### src/rtl/mips_pkg.sv
// Shared definitions for the multicycle MIPS control path.
// Contents: FSM state enum, opcode/funct constants, aluop encoding,
// alucontrol encodings.
package mips_pkg;

    typedef enum logic [3:0] {
        S_FETCH,
        S_DECODE,
        S_MEMADR,
        S_MEMRD,
        S_MEMWB,
        S_MEMWR,
        S_EXECUTE,
        S_ALUWB,
        S_BRANCH,
        S_ADDIEX,
        S_ADDIWB,
        S_JUMP
    } state_t;

    localparam logic [5:0] OP_RTYPE = 6'b000000;
    localparam logic [5:0] OP_LW    = 6'b100011;
    localparam logic [5:0] OP_SW    = 6'b101011;
    localparam logic [5:0] OP_BEQ   = 6'b000100;
    localparam logic [5:0] OP_ADDI  = 6'b001000;
    localparam logic [5:0] OP_J     = 6'b000010;

    localparam logic [5:0] FN_ADD = 6'b100000;
    localparam logic [5:0] FN_SUB = 6'b100010;
    localparam logic [5:0] FN_AND = 6'b100100;
    localparam logic [5:0] FN_OR  = 6'b100101;
    localparam logic [5:0] FN_SLT = 6'b101010;

    typedef enum logic [1:0] {
        ALUOP_ADD   = 2'b00,
        ALUOP_SUB   = 2'b01,
        ALUOP_FUNCT = 2'b10
    } aluop_t;

    localparam logic [2:0] ALUC_AND = 3'b000;
    localparam logic [2:0] ALUC_OR  = 3'b001;
    localparam logic [2:0] ALUC_ADD = 3'b010;
    localparam logic [2:0] ALUC_SUB = 3'b110;
    localparam logic [2:0] ALUC_SLT = 3'b111;

endpackage

### src/rtl/aludec.sv
// ALU decoder: maps (aluop, funct) to the 3-bit ALU control word.
// Ports:
//   aluop       in  2  add / sub / use funct
//   funct       in  6  instr[5:0]
//   alucontrol  out 3  {invert srcb + carry-in, result select}
//   funct_valid out 1  funct is one of the supported R-type operations
module aludec
    import mips_pkg::*;
(
    input  aluop_t      aluop,
    input  logic [5:0]  funct,
    output logic [2:0]  alucontrol,
    output logic        funct_valid
);

    always_comb begin
        funct_valid = 1'b0;
        case (funct)
            FN_ADD, FN_SUB, FN_AND, FN_OR, FN_SLT: funct_valid = 1'b1;
            default:                               funct_valid = 1'b0;
        endcase
    end

    always_comb begin
        alucontrol = ALUC_ADD;
        case (aluop)
            ALUOP_ADD: alucontrol = ALUC_ADD;
            ALUOP_SUB: alucontrol = ALUC_SUB;
            ALUOP_FUNCT: begin
                case (funct)
                    FN_ADD:  alucontrol = ALUC_ADD;
                    FN_SUB:  alucontrol = ALUC_SUB;
                    FN_AND:  alucontrol = ALUC_AND;
                    FN_OR:   alucontrol = ALUC_OR;
                    FN_SLT:  alucontrol = ALUC_SLT;
                    default: alucontrol = ALUC_ADD;
                endcase
            end
            default: alucontrol = ALUC_ADD;
        endcase
    end

endmodule

### src/rtl/mc_controller.sv
// Multicycle MIPS control unit: sequences each instruction through the
// FSM below and drives datapath enables / mux selects.
// Ports:
//   clk, reset (sync, active high), op, funct, zero (ALU flag)
//   alucontrol, alusrca, alusrcb, pcsrc, pcen, iord, memwrite, irwrite,
//   regwrite, regdst, memtoreg, illegal (one-cycle pulse in DECODE)
//
// state   | meaning
// FETCH   | read instruction, PC += 4
// DECODE  | register read, branch target precompute, dispatch
// MEMADR  | lw/sw address = regA + signimm
// MEMRD   | data memory read
// MEMWB   | load data to register file
// MEMWR   | data memory write
// EXECUTE | R-type ALU operation
// ALUWB   | R-type result to rd
// BRANCH  | beq compare, PC <= target if zero
// ADDIEX  | regA + signimm
// ADDIWB  | addi result to rt
// JUMP    | PC <= jump target
module mc_controller
    import mips_pkg::*;
(
    input  logic        clk,
    input  logic        reset,
    input  logic [5:0]  op,
    input  logic [5:0]  funct,
    input  logic        zero,
    output logic [2:0]  alucontrol,
    output logic        alusrca,
    output logic [1:0]  alusrcb,
    output logic [1:0]  pcsrc,
    output logic        pcen,
    output logic        iord,
    output logic        memwrite,
    output logic        irwrite,
    output logic        regwrite,
    output logic        regdst,
    output logic        memtoreg,
    output logic        illegal
);

    state_t state;
    aluop_t aluop;
    logic   pcwrite;
    logic   branch;
    logic   funct_valid;
    logic   op_legal;

    aludec u_aludec (
        .aluop       (aluop),
        .funct       (funct),
        .alucontrol  (alucontrol),
        .funct_valid (funct_valid)
    );

    // R-type legality folds in the funct check so EXECUTE is never
    // entered for an unsupported funct.
    always_comb begin
        op_legal = 1'b0;
        case (op)
            OP_LW, OP_SW, OP_BEQ, OP_ADDI, OP_J: op_legal = 1'b1;
            OP_RTYPE:                            op_legal = funct_valid;
            default:                             op_legal = 1'b0;
        endcase
    end

    always_ff @(posedge clk) begin
        if (reset) begin
            state <= S_FETCH;
        end else begin
            case (state)
                S_FETCH:  state <= S_DECODE;
                S_DECODE: begin
                    if (!op_legal) begin
                        state <= S_FETCH;
                    end else begin
                        case (op)
                            OP_LW, OP_SW: state <= S_MEMADR;
                            OP_RTYPE:     state <= S_EXECUTE;
                            OP_BEQ:       state <= S_BRANCH;
                            OP_ADDI:      state <= S_ADDIEX;
                            OP_J:         state <= S_JUMP;
                            default:      state <= S_FETCH;
                        endcase
                    end
                end
                S_MEMADR:  state <= (op == OP_LW) ? S_MEMRD : S_MEMWR;
                S_MEMRD:   state <= S_MEMWB;
                S_EXECUTE: state <= S_ALUWB;
                S_ADDIEX:  state <= S_ADDIWB;
                default:   state <= S_FETCH;
            endcase
        end
    end

    // Moore decode; reset overrides with FETCH selects and all writes off
    // so an aborted instruction cannot write in the reset cycle.
    always_comb begin
        aluop    = ALUOP_ADD;
        alusrca  = 1'b0;
        alusrcb  = 2'b00;
        pcsrc    = 2'b00;
        pcwrite  = 1'b0;
        branch   = 1'b0;
        iord     = 1'b0;
        memwrite = 1'b0;
        irwrite  = 1'b0;
        regwrite = 1'b0;
        regdst   = 1'b0;
        memtoreg = 1'b0;
        case (state)
            S_FETCH: begin
                irwrite = 1'b1;
                pcwrite = 1'b1;
                alusrcb = 2'b01;
            end
            S_DECODE:  alusrcb = 2'b11;
            S_MEMADR: begin
                alusrca = 1'b1;
                alusrcb = 2'b10;
            end
            S_MEMRD:   iord = 1'b1;
            S_MEMWB: begin
                memtoreg = 1'b1;
                regwrite = 1'b1;
            end
            S_MEMWR: begin
                iord     = 1'b1;
                memwrite = 1'b1;
            end
            S_EXECUTE: begin
                alusrca = 1'b1;
                aluop   = ALUOP_FUNCT;
            end
            S_ALUWB: begin
                regdst   = 1'b1;
                regwrite = 1'b1;
            end
            S_BRANCH: begin
                alusrca = 1'b1;
                aluop   = ALUOP_SUB;
                pcsrc   = 2'b01;
                branch  = 1'b1;
            end
            S_ADDIEX: begin
                alusrca = 1'b1;
                alusrcb = 2'b10;
            end
            S_ADDIWB:  regwrite = 1'b1;
            S_JUMP: begin
                pcsrc   = 2'b10;
                pcwrite = 1'b1;
            end
            default: ;
        endcase
        if (reset) begin
            aluop    = ALUOP_ADD;
            alusrca  = 1'b0;
            alusrcb  = 2'b01;
            pcsrc    = 2'b00;
            pcwrite  = 1'b0;
            branch   = 1'b0;
            iord     = 1'b0;
            memwrite = 1'b0;
            irwrite  = 1'b0;
            regwrite = 1'b0;
            regdst   = 1'b0;
            memtoreg = 1'b0;
        end
    end

    assign pcen    = pcwrite | (branch & zero);
    assign illegal = (state == S_DECODE) && !op_legal && !reset;

endmodule
### config.mk
export PLATFORM = sky130hd
export DESIGN_NAME = mc_controller
export DESIGN_NICKNAME = d
export VERILOG_FILES = /design/src/rtl/mips_pkg.sv /design/src/rtl/aludec.sv /design/src/rtl/mc_controller.sv
export SDC_FILE = /design/constraint.sdc
export NUM_CORES = 1
export LEC_CHECK = 0
export CAP_MARGIN = 40
export CORE_MARGIN = 2
export CORE_UTILIZATION = 42
export CTS_CLUSTER_DIAMETER = 100
export DETAILED_ROUTE_END_ITERATION = 8
export GPL_ROUTABILITY_DRIVEN = 0
export GPL_TIMING_DRIVEN = 1
export MAX_ROUTING_LAYER = met4
export PLACE_DENSITY = 0.82
export SLEW_MARGIN = 20
export SYNTH_ARGS = -nofsm -noshare
export SYNTH_HDL_FRONTEND = slang
export SYNTH_SLANG_ARGS = --single-unit
### constraint.sdc
create_clock -name clk -period 5.3 [get_ports clk]
set_clock_uncertainty 0.15 [all_clocks]
set_input_delay 1.06 -clock clk [delete_from_list [all_inputs] [get_ports clk]]
set_output_delay 1.06 -clock clk [all_outputs]
set_load 0.01 [all_outputs]
# After elaboration in Yosys (flattened, before gate mapping)
# Cells that the tools add are included.
[totals]
word_cells = 72
inputBits = 15
reg_bits = 4
output_inout_bits = 16
[classes]
n_eq_ne = 23
bitwise = 2
n_reduce_logical = 14
muxes = 32
[ops]
columns = ["op", "n"]
rows = [
  ["6-bit equality test (second input constant)", 7],
  ["4-bit case mux with 6 select lines", 1],
  ["4-bit case mux with 5 select lines", 1],
  ["1-bit two-way mux", 19],
  ["4-bit by 3-bit equality test with 1-bit output (second input constant)", 4],
  ["4-bit equality test (second input constant)", 4],
  ["3-bit case mux with 4 select lines", 1],
  ["5-bit OR reduction", 2],
  ["4-bit by 2-bit equality test with 1-bit output (second input constant)", 2],
  ["2-bit case mux with 2 select lines", 2],
  ["2-bit OR reduction", 4],
  ["6-bit by 2-bit equality test with 1-bit output (second input constant)", 1],
  ["6-bit by 3-bit equality test with 1-bit output (second input constant)", 1],
  ["6-bit by 4-bit equality test with 1-bit output (second input constant)", 1],
  ["6-bit logical NOT", 1],
  ["2-bit two-way mux", 3],
  ["2-bit case mux with 3 select lines", 1],
  ["3-bit case mux with 2 select lines", 1],
  ["4-bit by 1-bit equality test with 1-bit output (second input constant)", 1],
  ["4-bit logical NOT", 1],
  ["4-bit two-way mux", 1],
  ["4-bit OR reduction", 1],
  ["3-bit two-way mux", 1],
  ["3-bit OR reduction", 1],
  ["other kinds (7)", 9],
]

# Logic depth before layout (Yosys ltp)
[logic_depth]
word_depth = 7
ltp_mapped = 8
mapped_depth_nobuf = 7

# Modules after synthesis
# Synthesis repeated with hierarchy kept, for this count alone.
[unflattened]
cells_unflattened = 95
area_unflattened_um2 = 658.1
[by_module_without_submodules]
columns = ["mod", "n_inst", "cells_per_inst", "area_per_inst_um2", "seq_area_each_um2"]
rows = [
  ["mc_controller", 1, 77, 490.5, 80.1],
  ["aludec", 1, 18, 167.7, 0.0],
]

# Least setup slack after synthesis
# OpenSTA, ideal clock, no wires.
[synth_path]
path_kind = "input port to output port"
from = "input reset"
to = "output alucontrol[1]"
t_arrival_ns = 2.147
stages = 6
required_ns = 4.090
path_buffers = 1
slack_ns = 1.943
path_cell_list = "clkbuf_1 > nor2_1 > nand3_1 > inv_1 > ha_1 > a211o_1"
[synth_via]
elab_chain_cells = 3
word_cells_on_any_way = 4
cone_classes = "eq/ne: 2; mux: 2"
[synth_rtl]
columns = ["element", "line_no", "text"]
rows = [
  ["start: declaration", "mc_controller.sv:25", "input logic reset,"],
  ["2-bit two-way mux *", "mc_controller.sv:157", "if (reset) begin"],
  ["2-bit equality test or 2-bit by 1-bit equality test with 1-bit output (tied branches)", "aludec.sv:26", "case (aluop)"],
  ["3-bit case mux with 2 select lines *", "aludec.sv:26", ""],
  ["end: declaration", "mc_controller.sv:29", "output logic [2:0] alucontrol,"],
]
# Mark *: on every way between the ends. The rest lies on a longest branch, timed or not.

# Final worst setup path
# Ends and elaborated chain as after synthesis.

==> out/metrics.cfg <==
[setup_path]
timing.rr.end = state[2]$_SDFF_PP0_
cp-end-kind = output port
crit_required_ps = 4090
setup.worst_path.start = reset
r2r_cells = 4
startpoint_type = primary input
crit_buf_inv = 3
cp_num_cells = 7
path_class = primary input to output port
critPathMaxStageDelay_ps = 580
crit_chain = clkdlybuf4s50_1 -> nor2_1 -> nand3_1 -> inv_1 -> ha_1 -> a211o_1 -> clkdlybuf4s50_1
cp_top_family = buffers and inverters
crit_path_end = alucontrol[1]
cp_data_arrival_time_ps = 3120
critPathSlowestCell = clkdlybuf4s50_1
cp_max_fo = 11
r2r_start = state[1]$_SDFF_PP0_
r2r_setup_slack_ps = 3380
cp_common_cell = clkdlybuf4s50_1

[finish]
antennaDiodeCount = 0
reg.largest.list = state (4)
drive_above_1_share_pct = 4.07
regMostFlops = state
area_growth_syn_to_layout_pct = 52.2
stdcell_area_um2 = 920
fillers = 126
final_cell_mix = clkdlybuf4s50_1 (30), nor2_1 (14), nand2_1 (10), nor3_1 (10), a21oi_1 (8)
multi_input_area_um2 = 487
final_common_cell = clkdlybuf4s50_1
largest_register_ffs = 4
utilization_pct = 69.8
finalNetCount = 142
seqCellArea_um2 = 80.1

[clocking]
path_clk_slew_ps = 40
clockBufferDepth = 2
ctsResizeCount = 0
post_cts_buffers = 0
cts_buffers = 3
insertion_delay_ps = 230
cts_tree = done
cts_max_level = 1
cts_hold_buf = 0
cts_root_buffer = clkbuf_4
cts_sinks = 4

[synthesis]
ys_ff_latch = 4
avgSynthCellArea_um2 = 6.23
syn-cell-area_um2 = 604
syn_inst = 97
synth_top_area_cell = dfxtp_1
ys_seq_area_share_pct = 13.3
synth_fp_nets = 114
ys_types = 36
yosysWarnings = 0
yosysTopAreaCellShare_pct = 13.3
synth_area_leaders = dfxtp_1 (13%), nor2_1 (8.7%), nor3_1 (8.3%)

[job]
cap_violations = 0

[pwr]
p_leak_nw = 0.311
p_total_w = 0.000110
vdd_drop_max_v = 0.0000946
power_density_mw_per_mm2 = 119

[global_route]
grt_util_all_layers_pct = 18.7
grt_max_degree = 16
antenna_found_initial = 0
gr-total-overflow = 0
grt_pass1_wl_um = 2630
grt_pass1_vias = 689

[floorplan]
rows = 13
fp.coreArea_mm2 = 0.00132
die_area_mm2 = 0.00176
die_h_um = 41.9
start_util_pct = 45.9
boundaryPins = 31
die_w_um = 41.9

[sta]
setup_viol = 0
finalHoldViolations = 0
worst_pin_slew_ps = 475
max_freq_mhz = 231
rsz0062_at_grt = false
setup_tns_ps = 0
hold_ws_ps = 530
period_minus_slack_ps = 4330
drv_slew = 0
timing.final.crit_share_pct = 81.7
slew_headroom_pct = 68.3

[routing]
ant_nets = 0
drt_iter0_markers = 12
vias_per_cell = 5.62
wl_um = 1640
vias = 776
drc = 0
drtPass1Iterations = 4
avgRoutedWirePerCell_um = 11.8

[placement]
port_buffers = 30
place_area_um2 = 897
dp_hpwl_um = 1220

[hold_path]
holdCritStartpoint = state[0]$_SDFF_PP0_
hp-class = flip-flop to flip-flop

[status]
status = finished clean

-- how the worst min path moves through the flow --
stage | endpoint | slack, ps | cells after the start
finish | state[3]$_SDFF_PP0_ | 530 | 1
global route | state[3]$_SDFF_PP0_ | 560 | 1
detailed placement | state[3]$_SDFF_PP0_ | 520 | 1
CTS | state[3]$_SDFF_PP0_ | 520 | 1
floorplan | state[3]$_SDFF_PP0_ | 400 | 2
global placement | state[3]$_SDFF_PP0_ | 500 | 1
-- where the power goes --
part	leakage [nW]	total [W]	switching, W	internal, W
clock network	0.0138	0.0000376	0.0000123	0.0000253
registers	0.0326	0.0000337	0.00000262	0.0000310
logic	0.265	0.0000385	0.0000173	0.0000212
-- kinds of logic after synthesis --
| logic type | count (synthesis) | share of synthesized area [%] |
|---|---|---|
| flip-flops | 4 | 13.3 |
| multiplexers | 1 | 1.66 |
| adder cells (fa/ha/maj) | 2 | 4.14 |
| AO/OA/AOI/OAI | 22 | 24.2 |
| AND/OR/NAND/NOR | 55 | 46.2 |
| buffers and inverters | 10 | 6.21 |
| XOR/XNOR | 3 | 4.35 |
-- area by class of cell --
type                       instances  share of cell area, %
tap                               15                   2.04
inverter                           3                   1.22
sequential                         4                   8.71
timing repair buffer              30                   32.7
multi-input combinational         83                   52.9
clock buffer                       3                   2.45
-- cell usage after synthesis --
cell / instances
or3_4: 1
a21oi_1: 8
nor3_1: 10
nand2_1: 10
nand3_1: 3
nor4b_1: 1
o31a_1: 1
a311oi_1: 1
o21a_1: 1
a2111oi_0: 1
clkbuf_1: 6
inv_1: 3
ha_1: 2
and3_1: 2
o311ai_0: 1
mux2i_1: 1
or2_2: 1
o21ai_1: 1
dfxtp_1: 4
o21ai_0: 1
o2bb2ai_1: 1
nor2_1: 14
a2bb2oi_1: 1
xor2_1: 1
buf_1: 1
nor2b_1: 5
or4_1: 1
a32oi_1: 1
nor4_1: 1
a211o_1: 1
o22ai_1: 1
a31oi_1: 2
nor3b_1: 2
or2_1: 1
xnor2_1: 2
nand2b_1: 3
-- through the flow --
step	instances	worst slack [ps]
3_5_place_dp	135	971
5_1_grt	138	858
2_1_floorplan	97	1940
6_report	138	969
3_3_place_gp	135	1010
4_1_cts	138	953
-- per-layer routing --
layer  up-vias  wire length, um  global-route usage (%)
met5         -                0                       -
met4         0               13                    6.45
met3         2               69                    2.17
met2        30              802                    35.6
met1       339              749                    19.4
li1        405                -                       -
-- worst register-to-register path: stages, from the launching register on --
cell and delay, ps:
dfxtp_1 430, or3_4 430, or2_1 250, or4_1 480, o21ai_1 120
(Power assumes the default switching activity.)
